<file path="src/rtl/paddle_motion.sv">
// ---------------------------------------------------------------------------
// paddle_motion
//
// Brick-breaker paddle controller. A divided motion tick moves the paddle
// left or right with speed ramping while a key is held, handles a timed
// wide-paddle power-up (re-centred on widen/narrow), honours a freeze input,
// and draws the paddle into the VGA colour stream.
//
// Ports:
//   clk            clock
//   rst            asynchronous, active-low reset
//   move_left      left key (synchronised, active-high)
//   move_right     right key (synchronised, active-high)
//   widen_req      single-cycle power-up request
//   freeze         suspends motion and the power-up timer
//   x, y           current pixel coordinates
//   active_pixels  high inside the visible region
//   vga_color      combinational draw colour for (x, y)
//   paddle_x/y     registered top-left corner of the paddle
//   paddle_width   registered width (normal or widened)
//   paddle_height  registered height
//   paddle_dir     registered direction: 00 idle, 01 left, 10 right
// ---------------------------------------------------------------------------
module paddle_motion #(
    parameter int          TICK_DIV      = 208333,
    parameter int          SCREEN_W      = 640,
    parameter int          PADDLE_Y      = 440,
    parameter int          PADDLE_W      = 100,
    parameter int          PADDLE_WIDE_W = 160,
    parameter int          PADDLE_H      = 20,
    parameter int          MAX_SPEED     = 4,
    parameter int          ACCEL_TICKS   = 8,
    parameter int          WIDE_TICKS    = 600,
    parameter logic [23:0] COLOR         = 24'hFFFFFF,
    parameter logic [23:0] WIDE_COLOR    = 24'h00FFFF
) (
    input  logic        clk,
    input  logic        rst,
    input  logic        move_left,
    input  logic        move_right,
    input  logic        widen_req,
    input  logic        freeze,
    input  logic [9:0]  x,
    input  logic [9:0]  y,
    input  logic        active_pixels,
    output logic [23:0] vga_color,
    output logic [9:0]  paddle_x,
    output logic [9:0]  paddle_y,
    output logic [9:0]  paddle_width,
    output logic [9:0]  paddle_height,
    output logic [1:0]  paddle_dir
);

    localparam int TCW = (TICK_DIV > 1) ? $clog2(TICK_DIV) : 1;
    localparam int HW  = $clog2(ACCEL_TICKS + 1);
    localparam int SW  = $clog2(MAX_SPEED + 1);
    localparam int WTW = $clog2(WIDE_TICKS + 1);

    // Half of the width difference: widening/narrowing keeps the centre put.
    localparam logic [10:0] L_SCREEN     = 11'(SCREEN_W);
    localparam logic [10:0] L_D          = 11'((PADDLE_WIDE_W - PADDLE_W) / 2);
    localparam logic [10:0] L_WIDE_LIM   = 11'(SCREEN_W - PADDLE_WIDE_W);
    localparam logic [10:0] L_NARROW_LIM = 11'(SCREEN_W - PADDLE_W);
    localparam logic [10:0] L_PY         = 11'(PADDLE_Y);
    localparam logic [10:0] L_PH         = 11'(PADDLE_H);
    localparam logic [9:0]  RESET_X      = 10'((SCREEN_W - PADDLE_W) / 2);

    typedef enum logic [1:0] {
        ST_IDLE  = 2'b00,
        ST_LEFT  = 2'b01,
        ST_RIGHT = 2'b10
    } state_t;

    logic [TCW-1:0] r_tick_cnt;
    logic           r_tick;
    state_t         r_state;
    logic [SW-1:0]  r_speed;
    logic [HW-1:0]  r_hold;
    logic [WTW-1:0] r_timer;
    logic           r_pending;
    logic           r_wide;
    logic [9:0]     r_px;
    logic [9:0]     r_py;
    logic [9:0]     r_width;
    logic [9:0]     r_height;

    state_t         w_next_state;
    logic           w_reverse;
    logic           w_widen;
    logic [HW-1:0]  w_hold_inc;
    logic [10:0]    w_px11;
    logic [10:0]    w_step;
    logic [10:0]    w_lim;
    logic [10:0]    w_sum;
    logic [10:0]    w_move_x;
    logic [10:0]    w_wide_x;
    logic [10:0]    w_narrow_sum;
    logic [10:0]    w_narrow_x;
    logic [10:0]    w_pix_x;
    logic [10:0]    w_pix_y;
    logic           w_in_box;

    // ------------------------------------------------------------------
    // Motion tick: one-cycle pulse in the cycle after the count wraps.
    // ------------------------------------------------------------------
    always_ff @(posedge clk or negedge rst) begin
        if (!rst) begin
            r_tick_cnt <= '0;
            r_tick     <= 1'b0;
        end else if (r_tick_cnt == TCW'(TICK_DIV - 1)) begin
            r_tick_cnt <= '0;
            r_tick     <= 1'b1;
        end else begin
            r_tick_cnt <= r_tick_cnt + 1'b1;
            r_tick     <= 1'b0;
        end
    end

    // ------------------------------------------------------------------
    // Next-state and candidate positions, all in 11 bits so that sums
    // near the right edge cannot wrap before clamping.
    // ------------------------------------------------------------------
    always_comb begin
        w_next_state = ST_IDLE;
        if (move_left && !move_right)
            w_next_state = ST_LEFT;
        else if (move_right && !move_left)
            w_next_state = ST_RIGHT;

        // A reversal moves at speed 1 on the reversing tick itself.
        w_reverse  = (r_state != ST_IDLE) && (w_next_state != ST_IDLE) &&
                     (w_next_state != r_state);
        w_widen    = r_pending | widen_req;
        w_hold_inc = r_hold + 1'b1;

        w_px11 = {1'b0, r_px};
        w_step = w_reverse ? 11'd1 : 11'(r_speed);
        w_lim  = L_SCREEN - {1'b0, r_width};
        w_sum  = w_px11 + w_step;

        w_move_x = w_px11;
        if (w_next_state == ST_LEFT)
            w_move_x = (w_px11 >= w_step) ? (w_px11 - w_step) : 11'd0;
        else if (w_next_state == ST_RIGHT)
            w_move_x = (w_sum > w_lim) ? w_lim : w_sum;

        if (w_px11 < L_D)
            w_wide_x = 11'd0;
        else if ((w_px11 - L_D) > L_WIDE_LIM)
            w_wide_x = L_WIDE_LIM;
        else
            w_wide_x = w_px11 - L_D;

        w_narrow_sum = w_px11 + L_D;
        w_narrow_x   = (w_narrow_sum > L_NARROW_LIM) ? L_NARROW_LIM : w_narrow_sum;
    end

    // ------------------------------------------------------------------
    // Direction FSM, speed ramp, power-up and position.
    // ------------------------------------------------------------------
    always_ff @(posedge clk or negedge rst) begin
        if (!rst) begin
            r_state   <= ST_IDLE;
            r_speed   <= SW'(1);
            r_hold    <= '0;
            r_timer   <= '0;
            r_pending <= 1'b0;
            r_wide    <= 1'b0;
            r_px      <= RESET_X;
            r_py      <= 10'(PADDLE_Y);
            r_width   <= 10'(PADDLE_W);
            r_height  <= 10'(PADDLE_H);
        end else if (freeze) begin
            // Frozen: no motion, timer held, but requests still latch.
            r_state   <= ST_IDLE;
            r_speed   <= SW'(1);
            r_hold    <= '0;
            r_pending <= r_pending | widen_req;
        end else if (r_tick) begin
            r_state <= w_next_state;

            if (w_next_state == ST_IDLE || w_reverse) begin
                r_speed <= SW'(1);
                r_hold  <= '0;
            end else if (w_hold_inc == HW'(ACCEL_TICKS)) begin
                r_hold <= '0;
                if (r_speed != SW'(MAX_SPEED))
                    r_speed <= r_speed + 1'b1;
            end else begin
                r_hold <= w_hold_inc;
            end

            // Power-up handling replaces motion on the ticks it acts on;
            // a request wins over a simultaneous expiry. A retrigger while
            // already wide leaves the position untouched.
            r_pending <= 1'b0;
            if (w_widen) begin
                r_timer <= WTW'(WIDE_TICKS);
                if (!r_wide) begin
                    r_wide  <= 1'b1;
                    r_width <= 10'(PADDLE_WIDE_W);
                    r_px    <= w_wide_x[9:0];
                end
            end else if (r_wide && r_timer == WTW'(1)) begin
                r_wide  <= 1'b0;
                r_width <= 10'(PADDLE_W);
                r_px    <= w_narrow_x[9:0];
                r_timer <= '0;
            end else begin
                if (r_wide)
                    r_timer <= r_timer - 1'b1;
                r_px <= w_move_x[9:0];
            end
        end else begin
            r_pending <= r_pending | widen_req;
        end
    end

    // ------------------------------------------------------------------
    // Draw: zero latency from x/y against the registered geometry.
    // ------------------------------------------------------------------
    always_comb begin
        w_pix_x  = {1'b0, x};
        w_pix_y  = {1'b0, y};
        w_in_box = (w_pix_x >= w_px11) && (w_pix_x < (w_px11 + {1'b0, r_width})) &&
                   (w_pix_y >= L_PY) && (w_pix_y < (L_PY + L_PH));
        vga_color = 24'h000000;
        if (active_pixels && w_in_box)
            vga_color = r_wide ? WIDE_COLOR : COLOR;
    end

    assign paddle_x      = r_px;
    assign paddle_y      = r_py;
    assign paddle_width  = r_width;
    assign paddle_height = r_height;
    assign paddle_dir    = r_state;

endmodule

</file>
<file path="config.mk">
export PLATFORM = sky130hd
export DESIGN_NAME = paddle_motion
export DESIGN_NICKNAME = d
export VERILOG_FILES = /design/src/rtl/paddle_motion.sv
export SDC_FILE = /design/constraint.sdc
export NUM_CORES = 1
export LEC_CHECK = 0
export ABC_AREA = 1
export CAP_MARGIN = 20
export CORE_MARGIN = 2
export CORE_UTILIZATION = 50
export CTS_BUF_LIST = sky130_fd_sc_hd__clkbuf_16
export DETAILED_ROUTE_END_ITERATION = 7
export DONT_BUFFER_PORTS = 1
export PLACE_DENSITY = 0.73
export SYNTH_ARGS = -nofsm -noshare
export SYNTH_HDL_FRONTEND = slang
export SYNTH_SLANG_ARGS = --single-unit
</file>
<file path="constraint.sdc">
create_clock -name clk -period 4.82 [get_ports clk]
set_input_delay 0.964 -clock clk [delete_from_list [all_inputs] [get_ports clk]]
set_output_delay 0.964 -clock clk [all_outputs]
set_load 0.03 [all_outputs]
</file>
## Word level (Yosys, flattened, before mapping)

Cells that the tools add are included.

- Input port bits: 27
- Register bits: 60
- Word-level logic and storage cells: 103
- Output and inout port bits: 66

- Bitwise operators: 2
- Reductions and logical operators: 26
- Multiplexer cells: 38
- Add/sub/neg operators: 10
- $lt $le $gt $ge: 9
- Equality and inequality tests: 8

Operator list:

| kind | count |
|---|---|
| 10-bit two-way mux | 16 |
| 24-bit two-way mux | 2 |
| 18-bit by 1-bit adder with 18-bit output, second input constant | 1 |
| 18-bit == test, second input constant | 1 |
| 18-bit two-way mux | 1 |
| 3-bit two-way mux | 6 |
| 4-bit two-way mux | 4 |
| 10-bit by 10-bit adder with 11-bit output | 1 |
| 10-bit by 3-bit adder with 11-bit output | 1 |
| 10-bit by 5-bit adder with 11-bit output, second input constant | 1 |
| 11-bit by 10-bit greater-than comparator with 1-bit output, second input constant | 1 |
| 11-bit greater-than comparator | 1 |
| 11-bit by 9-bit greater-than comparator with 1-bit output, second input constant | 1 |
| 10-bit by 11-bit < comparator with 1-bit output | 1 |
| 10-bit by 10-bit subtractor with 11-bit output, first input constant | 1 |
| 10-bit by 5-bit subtractor with 11-bit output, second input constant | 1 |
| 10-bit by 1-bit == test with 1-bit output, second input constant | 1 |
| 10-bit greater-or-equal comparator | 1 |
| 10-bit by 3-bit greater-or-equal comparator with 1-bit output | 1 |
| 10-bit by 9-bit greater-or-equal comparator with 1-bit output, second input constant | 1 |
| 10-bit by 5-bit < comparator with 1-bit output, second input constant | 1 |
| 10-bit by 9-bit < comparator with 1-bit output, second input constant | 1 |
| 10-bit by 1-bit subtractor with 10-bit output, second input constant | 1 |
| 10-bit by 3-bit subtractor with 10-bit output | 1 |
| 21 further kinds | 45 |

## Depth between registers and ports, before layout

- Depth after elaboration: 15
- Mapped depth: 32
- Mapped depth without buffers: 31

## Worst setup path before layout

OpenSTA, ideal clock, no wires.

- Path kind: reg2out
- Start: reg r_px[2] (netlist: paddle_x[2])
- End: out vga_color[17]
- Path buffers: 1
- Cell stages (with the launch flop): 15
- Setup slack: 245 ps
- Arrival: 3,611 ps
- Required time: 3,856 ps
- Cell sequence: dfstp_2 -> ha_1 -> ha_1 -> nand2_1 -> nand2_1 -> a21oi_1 -> o21ai_0 -> xor2_1 -> ha_1 -> a21oi_1 -> o21ai_0 -> nor2_1 -> o211ai_1 -> nor3_1 -> buf_4

- Word-level cells in the longest chain between the ends: 7
- Elaborated cells between the ends (all ways): 8
- Those cells by class: 1 x add/sub; 2 x order compare; 1 x mux; 4 x reduce/logical

Ends and longest elaborated chain:

| item | line | source |
|---|---|---|
| start, declared | 82 | `logic [9:0] r_px;` |
| start signal, assigned | 202 | `r_px <= w_wide_x[9:0];` |
| start signal, assigned | 207 | `r_px <= w_narrow_x[9:0];` |
| start signal, assigned | 212 | `r_px <= w_move_x[9:0];` |
| 10-bit by 10-bit adder with 11-bit output | 225 | `w_in_box = (w_pix_x >= w_px11) && (w_pix_x < (w_px11 + {1'b0, r_width})) &&` |
| 10-bit by 11-bit < comparator with 1-bit output | 225 |  |
| 1-bit logical AND (*) (2 in series) | 225 |  |
| 1-bit logical AND (*) | 226 | `(w_pix_y >= L_PY) && (w_pix_y < (L_PY + L_PH));` |
| 1-bit logical AND (*) | 228 | `if (active_pixels && w_in_box)` |
| 24-bit two-way mux (*) | 228 |  |
| end, declared | 46 | `output logic [23:0] vga_color,` |

Every way passes the cells marked *; elsewhere a longest branch is shown, timed or not.

## Worst setup path after layout

- Start: reg r_width[6] (netlist: paddle_width[6])
- End: out vga_color[16]

- Word-level cells in the longest chain between the ends: 7

Ends and longest elaborated chain:

| item | line | source |
|---|---|---|
| start, declared | 84 | `logic [9:0] r_width;` |
| start signal, assigned | 171 | `r_width <= 10'(PADDLE_W);` |
| start signal, assigned | 201 | `r_width <= 10'(PADDLE_WIDE_W);` |
| start signal, assigned | 206 | `r_width <= 10'(PADDLE_W);` |
| 10-bit by 10-bit adder with 11-bit output | 225 |  |
| 10-bit by 11-bit < comparator with 1-bit output | 225 |  |
| 1-bit logical AND (2 in series) | 225 |  |
| 1-bit logical AND | 226 |  |
| 1-bit logical AND | 228 |  |
| 24-bit two-way mux | 228 |  |

Every way passes these cells.

==> summary by stage <==
Layout
The share of final-layout standard cells stronger than drive strength 1 is 8.52%. The area growth from synthesis to layout is 3.23%. The storage element area is 1310 um2. Counting the fill cells in the layout gives 1,061. The number of nets in the layout is 876. Summing all multi-input logic gate instances after layout gives 3390 um2.

At the end of the flow the core is filled with cells to 52.6%. The total inserted antenna cells is 0. Excluding fillers, the count of instances in the completed layout stands at 938.

Route
The routed via count is 4,678. In this run the remaining antenna-violating nets after routing total 0. For this run, the detailed router's first-pass iteration total came to 5.

The residual DRC count is 0. The routed wire length is 12,100 um. The detailed router finished its first iteration with 243 violations. The number of vias per cell after detailed routing is 4.99.

Dividing the detail-routed wire length by the instance count gives 12.9 um.

Pwr
The sequential power share is 37.9%. Per report_power, the clock group accounts for 33.6% of the total. Dividing total power by cell area gives a power density of 218 nW/um2. The cell-internal power is 0.809 mW. Per report_power, the combinational group accounts for 28.4% of the total. The net load switching power is 0.429 mW. Across the VDD grid, the largest voltage drop is 0.000181 V. In this run switching power makes up 34.6% of total power. The leakage power figure is 3.02 nW. The final total power is 1.24 mW.

STA
The final-layout setup total negative slack is 0 ns. The final setup violation count is 0. The worst slew margin relative to its limit is 66.4%. The ratio of final minimum period to clock period is 92.9%.

For the final database, setup skew stands at 0.00668 ns. The hold violation total from the final report is 0. The final max-slew violation count came to 0. The transition at the pin with the smallest max-transition slack is 0.504 ns. Setup repair after global routing left no endpoint under its margin. Across all hold checks on the routed design, the worst slack comes to 0.355 ns.

The minimum period implied by the final worst setup slack is 4.48 ns. Timing would allow up to 0.223 GHz.

Worst hold path
The worst min-delay path class is in2async.

Logic synthesis
The average footprint of a synthesized cell is 6.78 um2. Sequential elements use 23.8% of the synthesized area. The number of distinct library cell variants in the gate-level netlist after synthesis is 44.

After synthesis, the share of flip-flops with an asynchronous set or reset is 100%. The area share of and/or/nand/nor cells after synthesis is 32.6%. The Yosys step of the flow raised 20 warnings. The xor and xnor fraction of the mapped netlist area is 6.37%.

The cell count after synthesis is 811. The number of flops mapped to enable cells by yosys is 0. The post-synthesis compound-gate area fraction is 8.38%. In this run the cell area of the synthesized design comes to 5500 um2.

The top cell type by area accounts for 20.9% of the synthesized area. After synthesis, the share of cell area in mux cells is 0%. The flip-flop and latch count after synthesis is 52. The share of synthesized cell area in full adder, half adder and majority cells is 12.1%. Ranked by total cell area, the synthesized netlist is headed by sky130_fd_sc_hd__dfrtp_1 21%, sky130_fd_sc_hd__nand2_1 14%, sky130_fd_sc_hd__ha_1 11%, sky130_fd_sc_hd__inv_1 7.9%, sky130_fd_sc_hd__buf_4 7.5%. In the synthesized netlist the dominant register cell turns out to be sky130_fd_sc_hd__dfrtp_1. The library cell with the largest summed area after synthesis is sky130_fd_sc_hd__dfrtp_1. The main combinational cell family by area after synthesis is simple AND/OR/NAND/NOR gates.

Worst setup path
The number of cells on the worst reg-to-reg path is 24. The largest fanout of any net on the critical path is 5. At the worst endpoint, the required time is 3.86 ns. STA classifies the critical path startpoint as a flop.

At the worst endpoint, the arrival time is 3.52 ns. The critical path start-end classification is reg2out. The type of element capturing the critical path is a primary output.

Clocking
The clock-pin slew reported for the worst setup and hold paths after clock tree synthesis is 0.07 ns. The sink count of the clock tree is 52. TritonCTS built the clock tree. The CTS H-tree depth is 2. The cell chosen for the clock root is sky130_fd_sc_hd__clkbuf_16. The number of buffers inserted by post-CTS setup repair is 0. TritonCTS created 5 clock buffers. The clock reaches the later pin of the worst-skew pair after 0.30 ns.

The number of buffers on the longest clock path is 2.

Floorplanning
The initial core utilization is 50.9%. The height of the die is 109 um. The total core area is 10,800 um2. The floorplan has 38 rows. The top-level I/O count is 93. The horizontal die dimension is 109 um. The overall die area is 11,900 um2.

Global routing
The number of antenna violations at the first check in global routing is 0. Entering global routing, the biggest net connects 53 pins. After global routing the overflow that remains totals 0.

The via count of the first global-routing pass is 4,357. The first global-routing pass estimated 20,900 um of wire. Global routing consumed, over all layers together, 22.2% of the routing resources.

Place
The congestion estimate from routability-driven global placement came to 0.939. The number of placed instances, taps included, is 930. Summed over all nets, the half-perimeter wirelength after detailed placement is 9470 um. The quantity of I/O buffers inserted on ports is 0.

Run status
The run finished with clean final reports.

Run
The number of max-cap violations is 0.
final cells by class:
class                           instances  area share, %
Multi-Input combinational cell        600           59.7
Sequential cell                        52           23.1
Inverter                              123           8.18
Tap cell                              140           3.09
Timing Repair Buffer                   15           2.98
Clock buffer                            5           2.20
Clock inverter                          3          0.750
synth_stat cells (5+ instances only):
master / n
sky130_fd_sc_hd__nor2_4: 5
sky130_fd_sc_hd__o21ai_0: 21
sky130_fd_sc_hd__nand3_2: 5
sky130_fd_sc_hd__nor2_1: 82
sky130_fd_sc_hd__inv_2: 6
sky130_fd_sc_hd__nor2_2: 6
sky130_fd_sc_hd__nand3_1: 52
sky130_fd_sc_hd__nand2_1: 198
sky130_fd_sc_hd__nor3_1: 10
sky130_fd_sc_hd__nand4_1: 20
sky130_fd_sc_hd__buf_4: 55
sky130_fd_sc_hd__dfrtp_1: 46
sky130_fd_sc_hd__xnor2_1: 10
sky130_fd_sc_hd__xor2_1: 30
sky130_fd_sc_hd__nand2_2: 7
sky130_fd_sc_hd__dfstp_2: 6
sky130_fd_sc_hd__a21oi_1: 39
sky130_fd_sc_hd__o22ai_1: 5
sky130_fd_sc_hd__inv_1: 116
sky130_fd_sc_hd__ha_1: 50
worst max-delay path: stages, from the launching register on:
cell and delay (ns):
sky130_fd_sc_hd__dfstp_2 0.59, sky130_fd_sc_hd__ha_1 0.20, sky130_fd_sc_hd__ha_1 0.19, sky130_fd_sc_hd__nand2_1 0.08
sky130_fd_sc_hd__nand2_1 0.13, sky130_fd_sc_hd__a21oi_1 0.08, sky130_fd_sc_hd__o21ai_0 0.19, sky130_fd_sc_hd__xor2_1 0.17
sky130_fd_sc_hd__ha_1 0.25, sky130_fd_sc_hd__a21oi_1 0.13, sky130_fd_sc_hd__o21ai_0 0.11, sky130_fd_sc_hd__nor2_1 0.20
sky130_fd_sc_hd__o211ai_1 0.20, sky130_fd_sc_hd__nor3_2 0.17, sky130_fd_sc_hd__buf_6 0.26, sky130_fd_sc_hd__buf_4 0.26
sequential cells by signal (all words and copies together), names as in the netlist:
name,flops
r_tick_cnt,18
r_wide,1
r_hold,4
r_speed,3
r_pending,1
r_timer,10
paddle_width,2
r_tick,1
paddle_x,10
paddle_dir,2
routing by layer:
metal,up-vias,global-route usage [%],share of wire (%)
met3,9,4.30,6.1
met4,0,4.40,0.67
met1,2095,31.7,48
li1,2470,-,-
met2,104,35.1,45
met5,-,0,0
per-stage QoR:
stage / worst slack (ns) / area (um2)
after floorplan: 0.245 / 5590
after global placement: 0.352 / 5500
after detailed placement: 0.303 / 5500
after CTS: 0.301 / 5670
after global routing: 0.0347 / 5680
final: 0.340 / 5680
power groups by stage:
| stage | clock network, mW | registers [mW] | logic, mW |
|---|---|---|---|
| 3_3_place_gp | 0 | 0.478 | 0.342 |
| 4_1_cts | 0.426 | 0.470 | 0.348 |
| 6_report | 0.416 | 0.470 | 0.352 |
| 2_1_floorplan | 0 | 0.487 | 0.288 |
| 5_1_grt | 0.443 | 0.472 | 0.400 |
| 3_5_place_dp | 0 | 0.478 | 0.346 |
repair_timing:
action / in CTS / in global routing
resized for setup: 0 / 2
hold buffers: 0 / 0
endpoints found under the setup margin: 0 / 8
logic make-up after synthesis:
kind of cell / after synthesis
simple gates: 399
other cells: 2
buf+inv: 184
xor+xnor: 40
compound gates: 82
flops: 52
fa+ha+maj: 52
path summary, 6_finish.rpt:
path | from | end | slack (ns)
worst max-delay path | paddle_width[6]$_DFFE_PN1P_ | vga_color[16] | 0.34
worst max register to register | paddle_dir[1]$_DFFE_PN0P_ | paddle_x[6]$_DFFE_PN0P_ | 0.85
worst min register to register | r_tick_cnt[5]$_DFF_PN0_ | r_tick_cnt[5]$_DFF_PN0_ | 0.50
min in group clk | r_tick_cnt[5]$_DFF_PN0_ | r_tick_cnt[5]$_DFF_PN0_ | 0.50
max in group asynchronous | rst | r_speed[0]$_DFFE_PN1P_ | 4.26
worst min-delay path | rst | paddle_x[6]$_DFFE_PN0P_ | 0.36
layout by cell type, fill, tap and decap left out, types with 7 or more instances in the layout:
| master | count |
|---|---|
| sky130_fd_sc_hd__xnor2_1 | 10 |
| sky130_fd_sc_hd__nor2_1 | 81 |
| sky130_fd_sc_hd__dfrtp_1 | 46 |
| sky130_fd_sc_hd__nand2_2 | 7 |
| sky130_fd_sc_hd__nand4_1 | 20 |
| sky130_fd_sc_hd__xor2_1 | 30 |
| sky130_fd_sc_hd__nand3_1 | 52 |
| sky130_fd_sc_hd__o21ai_0 | 21 |
| sky130_fd_sc_hd__a21oi_1 | 39 |
| sky130_fd_sc_hd__nor3_1 | 9 |
| sky130_fd_sc_hd__conb_1 | 27 |
| sky130_fd_sc_hd__ha_1 | 50 |
| sky130_fd_sc_hd__inv_1 | 117 |
| sky130_fd_sc_hd__nand2_1 | 198 |
| sky130_fd_sc_hd__buf_4 | 11 |
Power figures use the tool's default switching activity.
